### config.mk
export PLATFORM = sky130hd
export DESIGN_NAME = bus_arbiter
export DESIGN_NICKNAME = d
export VERILOG_FILES = /design/src/rtl/bus_arbiter.sv
export SDC_FILE = /design/constraint.sdc
export NUM_CORES = 1
export LEC_CHECK = 0
export ABC_AREA = 0
export CAP_MARGIN = 20
export CORE_AREA = 2 2 39 41
export DETAILED_ROUTE_END_ITERATION = 12
export DIE_AREA = 0 0 41 43
export GPL_ROUTABILITY_DRIVEN = 0
export SLEW_MARGIN = 0
export SYNTH_ARGS = -nofsm -noshare
export SYNTH_HDL_FRONTEND = slang
export SYNTH_SLANG_ARGS = --single-unit
### constraint.sdc
create_clock -name clk_p -period 2.1 [get_ports clk_p]
set_clock_uncertainty 0.1 [all_clocks]
set_input_delay 0.21 -clock clk_p [delete_from_list [all_inputs] [get_ports clk_p]]
set_output_delay 0.21 -clock clk_p [all_outputs]
set_load 0.02 [all_outputs]
### src/rtl/bus_arbiter.sv
// -----------------------------------------------------------------------------
// bus_arbiter
//
// Arbitrates a shared Wishbone bus between a CPU (the default owner) and two
// DMA masters. Every handover goes through one GAP cycle in which no grant is
// asserted. A DMA master keeps the bus while its cycle strobe is high. When both
// masters request at once, the one that did not own the bus last is chosen.
//
// Optional feature (macro ARB_TENURE_LIMIT_EN): an 8-bit tenure counter caps a
// DMA ownership at TENURE cycles. Once the cap is reached, the master gives the
// bus up as soon as its cycle strobe is low, even while it still requests.
// Without the macro a DMA tenure is unbounded.
//
// Parameters
//   TENURE     maximum DMA tenure in clk_p cycles (2..255), limit build only
// Ports
//   clk_p      bus clock, rising edge
//   rst_n      asynchronous active-low reset
//   cpu_cyc_i  CPU Wishbone cycle strobe
//   cpu_ack_i  acknowledge of the current CPU transaction
//   dma_req_i  bus requests from DMA masters 1:0
//   dma_cyc_i  cycle strobes from DMA masters 1:0
//   cpu_gnt_o  CPU bus grant
//   dma_gnt_o  DMA grants, one-hot or zero
//   owner_o    current owner: 00 CPU, 01 DMA0, 10 DMA1, 11 gap
// -----------------------------------------------------------------------------
module bus_arbiter #(
   parameter int unsigned TENURE = 64
) (
   input  logic       clk_p,
   input  logic       rst_n,
   input  logic       cpu_cyc_i,
   input  logic       cpu_ack_i,
   input  logic [1:0] dma_req_i,
   input  logic [1:0] dma_cyc_i,
   output logic       cpu_gnt_o,
   output logic [1:0] dma_gnt_o,
   output logic [1:0] owner_o
);

   // The encoding matches owner_o, so the owner output is the state register.
   typedef enum logic [1:0] {
      ST_CPU  = 2'b00,
      ST_DMA0 = 2'b01,
      ST_DMA1 = 2'b10,
      ST_GAP  = 2'b11
   } state_t;

   if (TENURE < 2 || TENURE > 255) begin : g_tenure_range
      $error("bus_arbiter: TENURE must lie in 2..255");
   end

   state_t state, state_nxt;
   state_t target, target_nxt;      // state entered when GAP ends
   logic   last_dma, last_dma_nxt;  // DMA master that most recently gave up the bus
   logic   force_rel;               // tenure cap reached in the current DMA state

`ifdef ARB_TENURE_LIMIT_EN
   logic [7:0] tenure_cnt;
   logic       tenure_done;

   assign tenure_done = (tenure_cnt == 8'(TENURE - 1));

   // Every DMA state is entered from GAP, so clearing outside DMA states gives
   // a count of zero in the first cycle of each tenure. It saturates at the cap.
   always_ff @(posedge clk_p or negedge rst_n) begin
      if (!rst_n) begin
         tenure_cnt <= '0;
      end else if (state != ST_DMA0 && state != ST_DMA1) begin
         tenure_cnt <= '0;
      end else if (!tenure_done) begin
         tenure_cnt <= tenure_cnt + 8'd1;
      end
   end

   assign force_rel = tenure_done;
`else
   assign force_rel = 1'b0;
`endif

   // State register. The asynchronous reset hands the bus back to the CPU
   // immediately, with no GAP cycle.
   // NOTE: sequential state uses non-blocking assignments only, so every flop
   // samples the values from before the edge no matter how the blocks are ordered.
   always_ff @(posedge clk_p or negedge rst_n) begin
      if (!rst_n) begin
         state    <= ST_CPU;
         target   <= ST_CPU;
         last_dma <= 1'b1;
      end else begin
         state    <= state_nxt;
         target   <= target_nxt;
         last_dma <= last_dma_nxt;
      end
   end

   // Next-state logic. A DMA master is released only while its cycle strobe is
   // low, so a grant is never pulled from under a running bus cycle.
   always_comb begin
      // NOTE: every output of this block gets a default first, so no path
      // leaves a signal unassigned and no latch is inferred.
      state_nxt    = state;
      target_nxt   = target;
      last_dma_nxt = last_dma;
      unique case (state)
         ST_CPU: begin
            if (|dma_req_i && (!cpu_cyc_i || cpu_ack_i)) begin
               state_nxt = ST_GAP;
               if (&dma_req_i) begin
                  target_nxt = last_dma ? ST_DMA0 : ST_DMA1;
               end else begin
                  target_nxt = dma_req_i[0] ? ST_DMA0 : ST_DMA1;
               end
            end
         end
         // The latched target is kept even if its request drops during GAP.
         ST_GAP: begin
            state_nxt = target;
         end
         ST_DMA0: begin
            if (!dma_cyc_i[0] && (!dma_req_i[0] || force_rel)) begin
               state_nxt    = ST_GAP;
               target_nxt   = dma_req_i[1] ? ST_DMA1 : ST_CPU;
               last_dma_nxt = 1'b0;
            end
         end
         ST_DMA1: begin
            if (!dma_cyc_i[1] && (!dma_req_i[1] || force_rel)) begin
               state_nxt    = ST_GAP;
               target_nxt   = dma_req_i[0] ? ST_DMA0 : ST_CPU;
               last_dma_nxt = 1'b1;
            end
         end
         default: begin
            state_nxt = ST_CPU;
         end
      endcase
   end

   // Moore outputs, decoded from the state register only. The state encoding
   // makes the grants mutually exclusive.
   always_comb begin
      cpu_gnt_o = (state == ST_CPU);
      dma_gnt_o = {state == ST_DMA1, state == ST_DMA0};
      owner_o   = state;
   end

endmodule

# Word level (Yosys, flattened, before mapping)
# Index checks and enable logic that the tools add are counted.
# Widths: inputs -> output; s select.
# word_totals
regBits	5
elab_cells	42
# classes
n_eq_ne	6
muxes	16
reduce_logical	17
# ops
op	count
$mux 2	10
$pmux 2 s4	1
$ne 2x1->1 const B	3
$pmux 2 s3	1
$reduce_and 3->1	2
$logic_not 1->1	5
$eq 2x2->1 const B	2
$reduce_and 4->1	1
$logic_and 1x1->1	3
$mux 1	3
$reduce_bool 3->1	1
$eq 2x1->1 const B	1
$logic_not 2->1	1
$pmux 1 s2	1
$reduce_and 2->1	1
$reduce_bool 2->1	1
$reduce_or 2->1	1
$logic_or 1x1->1	1

# Longest topological paths before layout
# Gate-level depths: netlist of the first run.
# logic_depth
word_depth	5
ltp_mapped	6
depth_no_buf	6

# Least setup slack after synthesis of the first run
# No wires, ideal clock.
# synth_path
path_kind	flip-flop to flip-flop
from	register state[1] (netlist: owner_o[1])
to	register target[0]
arrival_time_ns	1.604
required_time_ns	1.872
setup_slack_ns	0.269
stages_incl_launch_ff	7
n_path_buf	0
period_less_slack_ns	1.831
path_cell_list	dfrtp_1 > inv_1 > ha_1 > o21ai_2 > nand2_2 > nor3_4 > mux2_1
# synth_between
elab_chain_len	3
# synth_lines
item	line_no	text
start: declaration	53	state_t state, state_nxt;
start signal: assignment	91	state <= state_nxt;
$eq 2x1->1 *	-	
net dma_gnt_o[0]	37	output logic [1:0] dma_gnt_o,
$ne 2x1->1 (no source line) or $reduce_bool 3->1 (tied branches)	-	
$reduce_and 4->1 (no source line)	-	
end signal: assignment	92	target <= target_nxt;
end: declaration	54	state_t target, target_nxt;
# The timed path passes the listed nets; every way through them passes the cells marked *.
# A chain may end at the register's enable or synchronous reset.

# Worst setup path after layout of the first run
# layout_path
from	register state[0] (netlist: owner_o[0])
to	output dma_gnt_o[1]
# layout_between
elab_chain_len	1
# layout_lines
item	line_no	text
$eq 2x2->1	144	dma_gnt_o = {state == ST_DMA1, state == ST_DMA0};
end: declaration	37	
# Every way passes these cells.

==> impl_metrics.csv, run 1 <==
group,metric,value,unit
worst_setup_path,cp_num_cells,3,
timing,timing.final.crit_share,92.65,%
placement,port_buffers,12,
worst_setup_path,critPathKind,"register to output port",
die,start_util,27.31,%
worst_setup_path,cp.required,1790,ps
finish,area_growth,42.05,%
flow_run,maxCapViolCount,0,
timing,fmax,0.5140,GHz
finish,n_antenna_cell,0,
finish,final_core_util,38.79,%
status,status,"finished, final reports clean",
timing,setup_violations,0,
die,die_area,1763,um2
die,rows,14,
die,io_pins,13,
timing,worst-slew-pin-transition,274.4,ps
finish,final_common_cell,"clkdlybuf4s50_1",
route,totalWireLength,635,um
clock_network,clock_latency,230,ps
worst_setup_path,reg2reg_to,"target[0]",
clock_network,cts.htree.levels,1,
clock_network,ctsResizeCount,0,
grt,grt_max_degree,6,
grt,grt_pass1_wl,1110,um
worst_setup_path,r2r_cells,6,
worst_hold_path,min_path_type,"input port to async pin",
finish,final_cell_mix,"12 x clkdlybuf4s50_1, 5 x ha_1, 4 x dfrtp_1",
die,die_width,41,um
synthesis,syn_area_per_cell,10.80,um2
placement,hpwlAfterDp,564.6,um
clock_network,cts_tree,"yes",
route,first_iter_violations,3,
timing,finalMaxSlewViolations,0,
grt,antenna_found_initial,0,
grt,grt_pass1_vias,298,
clock_network,cts_num_sinks,5,
grt,grt_usage,9.293,%
worst_setup_path,crit_chain,"inv_1 -> ha_1 -> clkdlybuf4s50_1",
die,die-height,43,um
route,antenna_left,0,
worst_setup_path,cp_top_family,"buffers and inverters",
worst_setup_path,cpPeakStageDelay,620,ps
clock_network,clk_pin_slew_worst_paths,40,ps
placement,place_inst,62,
timing,max-slew-margin-rel,81.45,%
clock_network,cts_hold_buf,0,
synthesis,yosysWarnings,0,
clock_network,root_buffer,"clkbuf_4",
synthesis,synth_cell_types,20,
synthesis,synth-edff-count,0,
route,wl_per_cell,9.621,um
die,core,1384,um2
clock_network,post_cts_buffers,0,
worst_setup_path,r2r_setup_slack,360,ps
pwr,power_density,1378,nW/um2
synthesis,synth_cells,35,
worst_setup_path,reg2reg_from,"owner_o[0]",
timing,hold_viol,0,
pwr,leakage,0.2403,nW
worst_setup_path,crit_fanout,5,
worst_setup_path,worstPathArrival,1640,ps
synthesis,synth_flop_cell,"dfrtp_1",
finish,final_cell_count_no_fill,66,
clock_network,clk_path_buf_depth,2,
synthesis,netlist_area,377.9,um2
route,drtPass1Iterations,4,
timing,period_needed,1946,ps
timing,finalSetupTns,0,ps
timing,grt_setup_unrepaired,"false",
synthesis,syn-num-nets,48,
placement,place_area,510.5,um2
synthesis,ys_seq_area_share,33.44,%
route,viasPerCell,4.500,
synthesis,synthArstFlopShare,100.0,%
route,vias,297,
worst_setup_path,crit_slowest_cell,"clkdlybuf4s50_1",
finish,nets,64,
synthesis,ys_ff_latch,5,
worst_setup_path,cp-start-kind,"register",
worst_setup_path,critPathCaptureType,"output port",
grt,grt_overflow,0,
finish,layout-drive-gt1-share,18.00,%
finish,postLayoutCellArea,536.8,um2
worst_setup_path,path_buf_inv,2,
route,drc_errors,0,
pwr,ir_drop,0.4421,mV
clock_network,cts_inserted_buffers,3,
==> worst reg2reg max path, cell delays in order (launching register included) <==
cell and delay [ps]:
dfrtp_1 420, inv_1 110, ha_1 260, o21ai_2 90
nand2_2 110, nor3_4 200, mux2_1 340
==> logic make-up (layout without fill, tap and decap cells) <==
| kind of cell | after synthesis | in the layout | synth area share (%) |
|---|---|---|---|
| AO/OA/AOI/OAI | 8 | 8 | 16.89 |
| buffers and inverters | 4 | 19 | 4.967 |
| adder cells (fa/ha/maj) | 5 | 5 | 16.56 |
| AND/OR/NAND/NOR | 10 | 10 | 19.54 |
| flip-flops | 5 | 5 | 33.45 |
| multiplexers | 3 | 3 | 8.609 |
==> worst max-delay path by stage <==
| stage | from | end | slack (ps) |
|---|---|---|---|
| 2_1_floorplan | owner_o[1] | target[0] | 270 |
| 3_3_place_gp | dma_req_i[1] | target[0] | 310 |
| 3_5_place_dp | dma_req_i[1] | target[0] | 320 |
| 4_1_cts | owner_o[0] | dma_gnt_o[1] | 130 |
| 5_1_grt | owner_o[0] | dma_gnt_o[1] | 50 |
| 6_report | owner_o[0] | dma_gnt_o[1] | 150 |
==> Yosys cell counts (all sizes together), types with 2 or more instances <==
cell,instances,area (um2)
o21ai,2,17.52
mux2,2,22.52
nor4b,2,17.52
ha,5,62.56
nand2b,2,12.51
dfrtp,4,100.1
inv,3,11.26
a21oi,3,15.01
==> sequential cells by signal, summed over array words and instances (netlist names) <==
name	count
owner_o	2
target	2
last_dma	1
==> stage by stage <==
step           hold WS, ps  setup slack (ps)  power [mW]
6_report             95.20             154.4      0.7397
3_3_place_gp         342.3             312.7      0.6491
2_1_floorplan       -185.6             268.6      0.5196
5_1_grt              104.5             54.43      0.8205
4_1_cts              96.12             129.4      0.7594
3_5_place_dp         345.9             323.0      0.6500
==> power by group <==
group          leakage [nW]  internal (mW)  switching (mW)
combinational         0.169          0.231           0.225
clock                0.0150         0.0714          0.0327
sequential           0.0564          0.147          0.0328
==> routing by layer <==
layer / vias to the layer above / GRT usage (%) / routed length, um
li1: 153 / - / -
met1: 135 / 10.49 / 252
met2: 9 / 15.00 / 319
met3: 0 / 3.141 / 62
met4: 0 / 4.000 / 0
met5: - / 0 / 0
==> layout make-up <==
type / count / area, um2
flip-flops and latches: 5 / 126.4
fillers: 147 / 847.1
well taps: 16 / 20.02
repair buffers: 12 / 120.1
multi-input cells: 26 / 232.7
inverters: 3 / 11.26
clock buffers: 4 / 26.28
No activity file was read; power rests on OpenSTA's default activity.
==> run 2, diff against run 1 <==
- ABC_AREA: 0 -> 1
- CORE_AREA: 2 2 39 41 -> not set
- CORE_ASPECT_RATIO: not set -> 1.1
- CORE_MARGIN: not set -> 2
- CORE_UTILIZATION: not set -> 30
- DIE_AREA: 0 0 41 43 -> not set
==> impl_metrics.csv, run 2 <==
group,metric,value,unit
synthesis,syn_area_per_cell,6.823,um2
die,die_width,40.38,um
worst_setup_path,cp-startpoint,"owner_o[0]",
placement,hpwlAfterDp,718.7,um
synthesis,yosysWarnings,0,
timing,timing.final.crit_share,94.37,%
synthesis,synth_top_area_cell,"dfrtp_1",
clock_network,root_buffer,"clkbuf_4",
route,first_iter_violations,7,
grt,antenna_found_initial,0,
timing,hold_ws,87.19,ps
finish,final_cell_mix,"19 x nand2_1, 12 x clkdlybuf4s50_1, 10 x inv_1",
route,vias,399,
worst_setup_path,critPathKind,"register to output port",
worst_setup_path,r2r_setup_slack,570,ps
grt,grt_pass1_vias,396,
route,antenna_left,0,
worst_setup_path,cp.required,1790,ps
worst_setup_path,crit_slowest_cell,"clkdlybuf4s50_1",
clock_network,clock_latency,250,ps
route,drc_errors,0,
route,drtPass1Iterations,2,
clock_network,post_cts_buffers,0,
worst_setup_path,cp_top_family,"buffers and inverters",
clock_network,clk_path_buf_depth,2,
die,core,1366,um2
timing,worst-slew-pin-transition,233.3,ps
grt,grt_usage,13.59,%
pwr,combinationalPowerShare,65.6,%
pwr,clockPowerShare,12.9,%
clock_network,cts_inserted_buffers,3,
pwr,ir_drop,0.6913,mV
synthesis,synth_area_leaders,"dfrtp_1 23%, nand2_1 16%, ha_1 14%",
pwr,power_density,1478,nW/um2
clock_network,cts_hold_buf,0,
worst_hold_path,min_path_type,"input port to async pin",
pwr,swShare,47.19,%
pwr,internal_power,0.4650,mW
synthesis,synth_most_common_cell,"nand2_1",
finish,nets,93,
timing,finalSetupTns,0,ps
grt,grt_pass1_wl,1621,um
finish,postLayoutCellArea,595.6,um2
route,wl_per_cell,9.189,um
worst_setup_path,critPathCaptureType,"output port",
synthesis,synth_cell_types,16,
worst_setup_path,crit_fanout,6,
worst_setup_path,reg2reg_to,"target[1]",
grt,grt_overflow,0,
synthesis,syn-num-nets,77,
worst_setup_path,cpPeakStageDelay,630,ps
worst_setup_path,worstPathArrival,1670,ps
synthesis,netlist_area,436.7,um2
synthesis,synth-edff-count,0,
pwr,p_sw,0.4154,mW
clock_network,cts.htree.levels,1,
timing,final.setup.worst_slack,118.3,ps
finish,final_common_cell,"nand2_1",
flow_run,maxCapViolCount,0,
synthesis,synth_cells,64,
worst_setup_path,path_buf_inv,2,
timing,setup_violations,0,
synthesis,synthArstFlopShare,100.0,%
synthesis,yosys-top-cells-count,"19 x nand2_1, 10 x inv_1, 7 x nand3_1, 5 x ha_1, 5 x nor2_1",
placement,port_buffers,12,
worst_setup_path,r2r_cells,8,
worst_setup_path,cp-start-kind,"register",
route,totalWireLength,873,um
die,die-height,44.02,um
die,rows,14,
synthesis,ys_seq_area_share,28.94,%
grt,grt_max_degree,7,
finish,layout-drive-gt1-share,17.72,%
pwr,leakage,0.3175,nW
clock_network,cts_tree,"yes",
status,status,"finished, final reports clean",
timing,max-slew-margin-rel,84.40,%
timing,finalMaxSlewViolations,0,
timing,hold_viol,0,
die,start_util,31.96,%
synthesis,synth_top_area_share,22.92,%
clock_network,ctsResizeCount,0,
pwr,p_seq_share,21.5,%
finish,n_antenna_cell,0,
clock_network,clk_pin_slew_worst_paths,40,ps
clock_network,cts_num_sinks,5,
die,die_area,1777,um2
synthesis,synth_flop_cell,"dfrtp_1",
synthesis,ys_ff_latch,5,
placement,preCtsSetupSlack,367.0,ps
timing,period_needed,1982,ps
worst_setup_path,crit_chain,"inv_1 -> ha_1 -> clkdlybuf4s50_1",
route,viasPerCell,4.200,
placement,place_area,569.3,um2
finish,area_growth,36.39,%
timing,grt_setup_unrepaired,"false",
timing,fmax,0.5046,GHz
die,io_pins,13,
worst_setup_path,reg2reg_from,"owner_o[0]",
-- run 2: how the worst max path moves through the flow --
stage | end | cells after the start
finish | dma_gnt_o[1] | 3
global route | dma_gnt_o[1] | 3
CTS | dma_gnt_o[1] | 3
detailed placement | dma_gnt_o[1] | 3
global placement | dma_gnt_o[1] | 3
floorplan | target[0] | 8
-- run 2: per-layer routing --
| metal | up-vias | wire length [um] | track usage [%] |
|---|---|---|---|
| met5 | - | 0 | 0 |
| met4 | 0 | 0 | 4.000 |
| met3 | 0 | 42 | 7.538 |
| met2 | 9 | 399 | 18.10 |
| met1 | 169 | 431 | 18.67 |
| li1 | 221 | - | - |
-- run 2: stage by stage --
| step | total power, mW | util, % | instances |
|---|---|---|---|
| 4_1_cts | 0.8970 | 43.59 | 95 |
| 6_report | 0.8804 | 43.59 | 95 |
| 2_1_floorplan | 0.6083 | - | 64 |
| 3_5_place_dp | 0.7754 | 41.67 | 91 |
| 3_3_place_gp | 0.7702 | 41.67 | 91 |
| 5_1_grt | 0.9819 | 43.59 | 95 |
-- run 2: cell type report --
type,count,area (um2)
well taps,16,20.02
repair buffers,12,120.1
flip-flops and latches,5,126.4
fillers,148,770.7
clock buffers,4,26.28
multi-input cells,46,257.7
inverters,12,45.04
-- run 2: logic make-up (layout without fill, tap and decap cells) --
group / after synthesis / count (layout) / synth area share (%)
AO/OA/AOI/OAI: 4 / 4 / 6.302
buffers and inverters: 13 / 28 / 12.04
flip-flops: 5 / 5 / 28.94
AND/OR/NAND/NOR: 37 / 37 / 38.40
adder cells (fa/ha/maj): 5 / 5 / 14.33
-- run 2: power by group through the flow --
stage          clock network [mW]  logic, mW  registers, mW
6_report                    0.114      0.577          0.189
5_1_grt                     0.129      0.655          0.198
4_1_cts                     0.118      0.586          0.192
3_5_place_dp                    0      0.585          0.191
3_3_place_gp                    0      0.580          0.190
2_1_floorplan                   0      0.402          0.206
==> run 3, diff against run 2 <==
- clock period: 2.1 -> 1.7 ns (I/O delays scaled with it)
==> impl_metrics.csv, run 3 (synthesized netlist as in run 2, its figures left out) <==
group,metric,value,unit
status,status,"finished, final reports clean",
die,die-height,44.02,um
pwr,finalPower,1.143,mW
pwr,p_sw,0.5291,mW
pwr,clockPowerShare,12.7,%
worst_setup_path,critPathCaptureType,"output port",
grt,grt_pass1_vias,384,
worst_setup_path,crit_chain,"buf_4 -> clkdlybuf4s50_1",
timing,hold_ws,48.02,ps
clock_network,clock_latency,250,ps
finish,layout-drive-gt1-share,22.62,%
worst_setup_path,crit_end,"owner_o[1]",
grt,antenna_found_initial,0,
die,core,1366,um2
route,drtPass1Iterations,4,
worst_setup_path,critPathKind,"register to output port",
timing,final.setup.worst_slack,82.99,ps
timing,worst-slew-pin-transition,256.4,ps
clock_network,cts_tree,"yes",
timing,max-slew-margin-rel,82.86,%
worst_hold_path,min_path_type,"input port to async pin",
timing,timing.final.crit_share,95.12,%
timing,finalMaxSlewViolations,0,
pwr,internal_power,0.6142,mW
worst_setup_path,r2r_setup_slack,210,ps
grt,grt_max_degree,7,
worst_setup_path,cpPeakStageDelay,590,ps
clock_network,post_cts_buffers,0,
die,io_pins,13,
pwr,swShare,46.28,%
clock_network,cts_hold_buf,0,
placement,place_area,606.8,um2
timing,fmax,0.6184,GHz
clock_network,clk_pin_slew_worst_paths,50,ps
route,antenna_left,0,
route,vias,431,
finish,final_common_cell,"nand2_1",
die,die_area,1777,um2
route,drc_errors,0,
route,viasPerCell,4.310,
worst_setup_path,crit_fanout,4,
placement,preCtsSetupSlack,180.2,ps
finish,n_antenna_cell,0,
finish,nets,98,
placement,port_buffers,12,
worst_setup_path,reg2reg_from,"owner_o[0]",
grt,grt_pass1_wl,1573,um
grt,grt_overflow,0,
finish,final_core_util,46.06,%
clock_network,ctsResizeCount,3,
timing,period_needed,1617,ps
clock_network,cts.htree.levels,1,
clock_network,root_buffer,"clkbuf_4",
pwr,leakage,0.3524,nW
clock_network,cts_num_sinks,5,
worst_setup_path,cp.required,1430,ps
timing,setup_violations,0,
pwr,ir_drop,0.7429,mV
pwr,combinationalPowerShare,68.5,%
timing,grt_setup_unrepaired,"false",
pwr,p_seq_share,18.8,%
die,die_width,40.38,um
finish,area_growth,44.13,%
clock_network,cts_inserted_buffers,3,
worst_setup_path,reg2reg_to,"target[0]",
finish,postLayoutCellArea,629.4,um2
worst_setup_path,worstPathArrival,1350,ps
route,wl_per_cell,9.120,um
worst_setup_path,r2r_cells,9,
pwr,power_density,1817,nW/um2
clock_network,clk_path_buf_depth,2,
route,first_iter_violations,8,
finish,final_cell_count_no_fill,100,
placement,place_inst,96,
timing,hold_viol,0,
die,start_util,31.96,%
finish,final_cell_mix,"19 x nand2_1, 10 x inv_1, 9 x clkdlybuf4s50_1",
worst_setup_path,cp_num_cells,2,
timing,finalSetupTns,0,ps
placement,hpwlAfterDp,777.6,um
flow_run,maxCapViolCount,0,
die,rows,14,
grt,grt_usage,13.51,%
worst_setup_path,crit_slowest_cell,"clkdlybuf4s50_1",
worst_setup_path,cp_top_family,"buffers and inverters",
worst_setup_path,cp-startpoint,"owner_o[1]",
route,totalWireLength,912,um
worst_setup_path,path_buf_inv,2,
worst_setup_path,cp-start-kind,"register",
run 3: routing by layer:
metal,routed length (um),GRT usage [%],vias to the layer above
met5,0,0,-
met4,25,10.00,0
met3,43,4.523,3
met2,410,19.68,9
met1,432,15.87,187
li1,-,-,232
run 3: final cells by class:
type / instances / area, um2
fill: 151 / 737.0
multi-input combinational: 46 / 257.7
timing repair buffer: 17 / 153.9
sequential: 5 / 126.4
inverter: 12 / 45.04
clock buffer: 4 / 26.28
tap: 16 / 20.02
run 3: power groups by stage:
stage | Combinational [mW] | Clock, mW | Sequential [mW]
after floorplan | 0.497 | 0 | 0.254
after global placement | 0.814 | 0 | 0.214
after detailed placement | 0.810 | 0 | 0.218
after CTS | 0.791 | 0.152 | 0.216
after global routing | 0.873 | 0.159 | 0.222
final | 0.783 | 0.145 | 0.215
run 3: worst min path at each step:
stage	cells after the start	endpoint	slack, ps	startpoint
final	1	target[1]	50	rst_n
after global routing	1	target[0]	70	rst_n
after CTS	1	target[1]	50	rst_n
after detailed placement	1	target[1]	320	rst_n
after global placement	1	target[1]	330	rst_n
after floorplan	0	owner_o[0]	-230	rst_n
run 3: worst register-to-register path, stage by stage, from the launching register on:
cell and delay, ps:
dfrtp_1 360, inv_1 70, ha_1 200, buf_4 150
inv_1 50, nor2_1 40, nor2_1 170, nand3_1 130
nand2_1 80, nand2_1 50
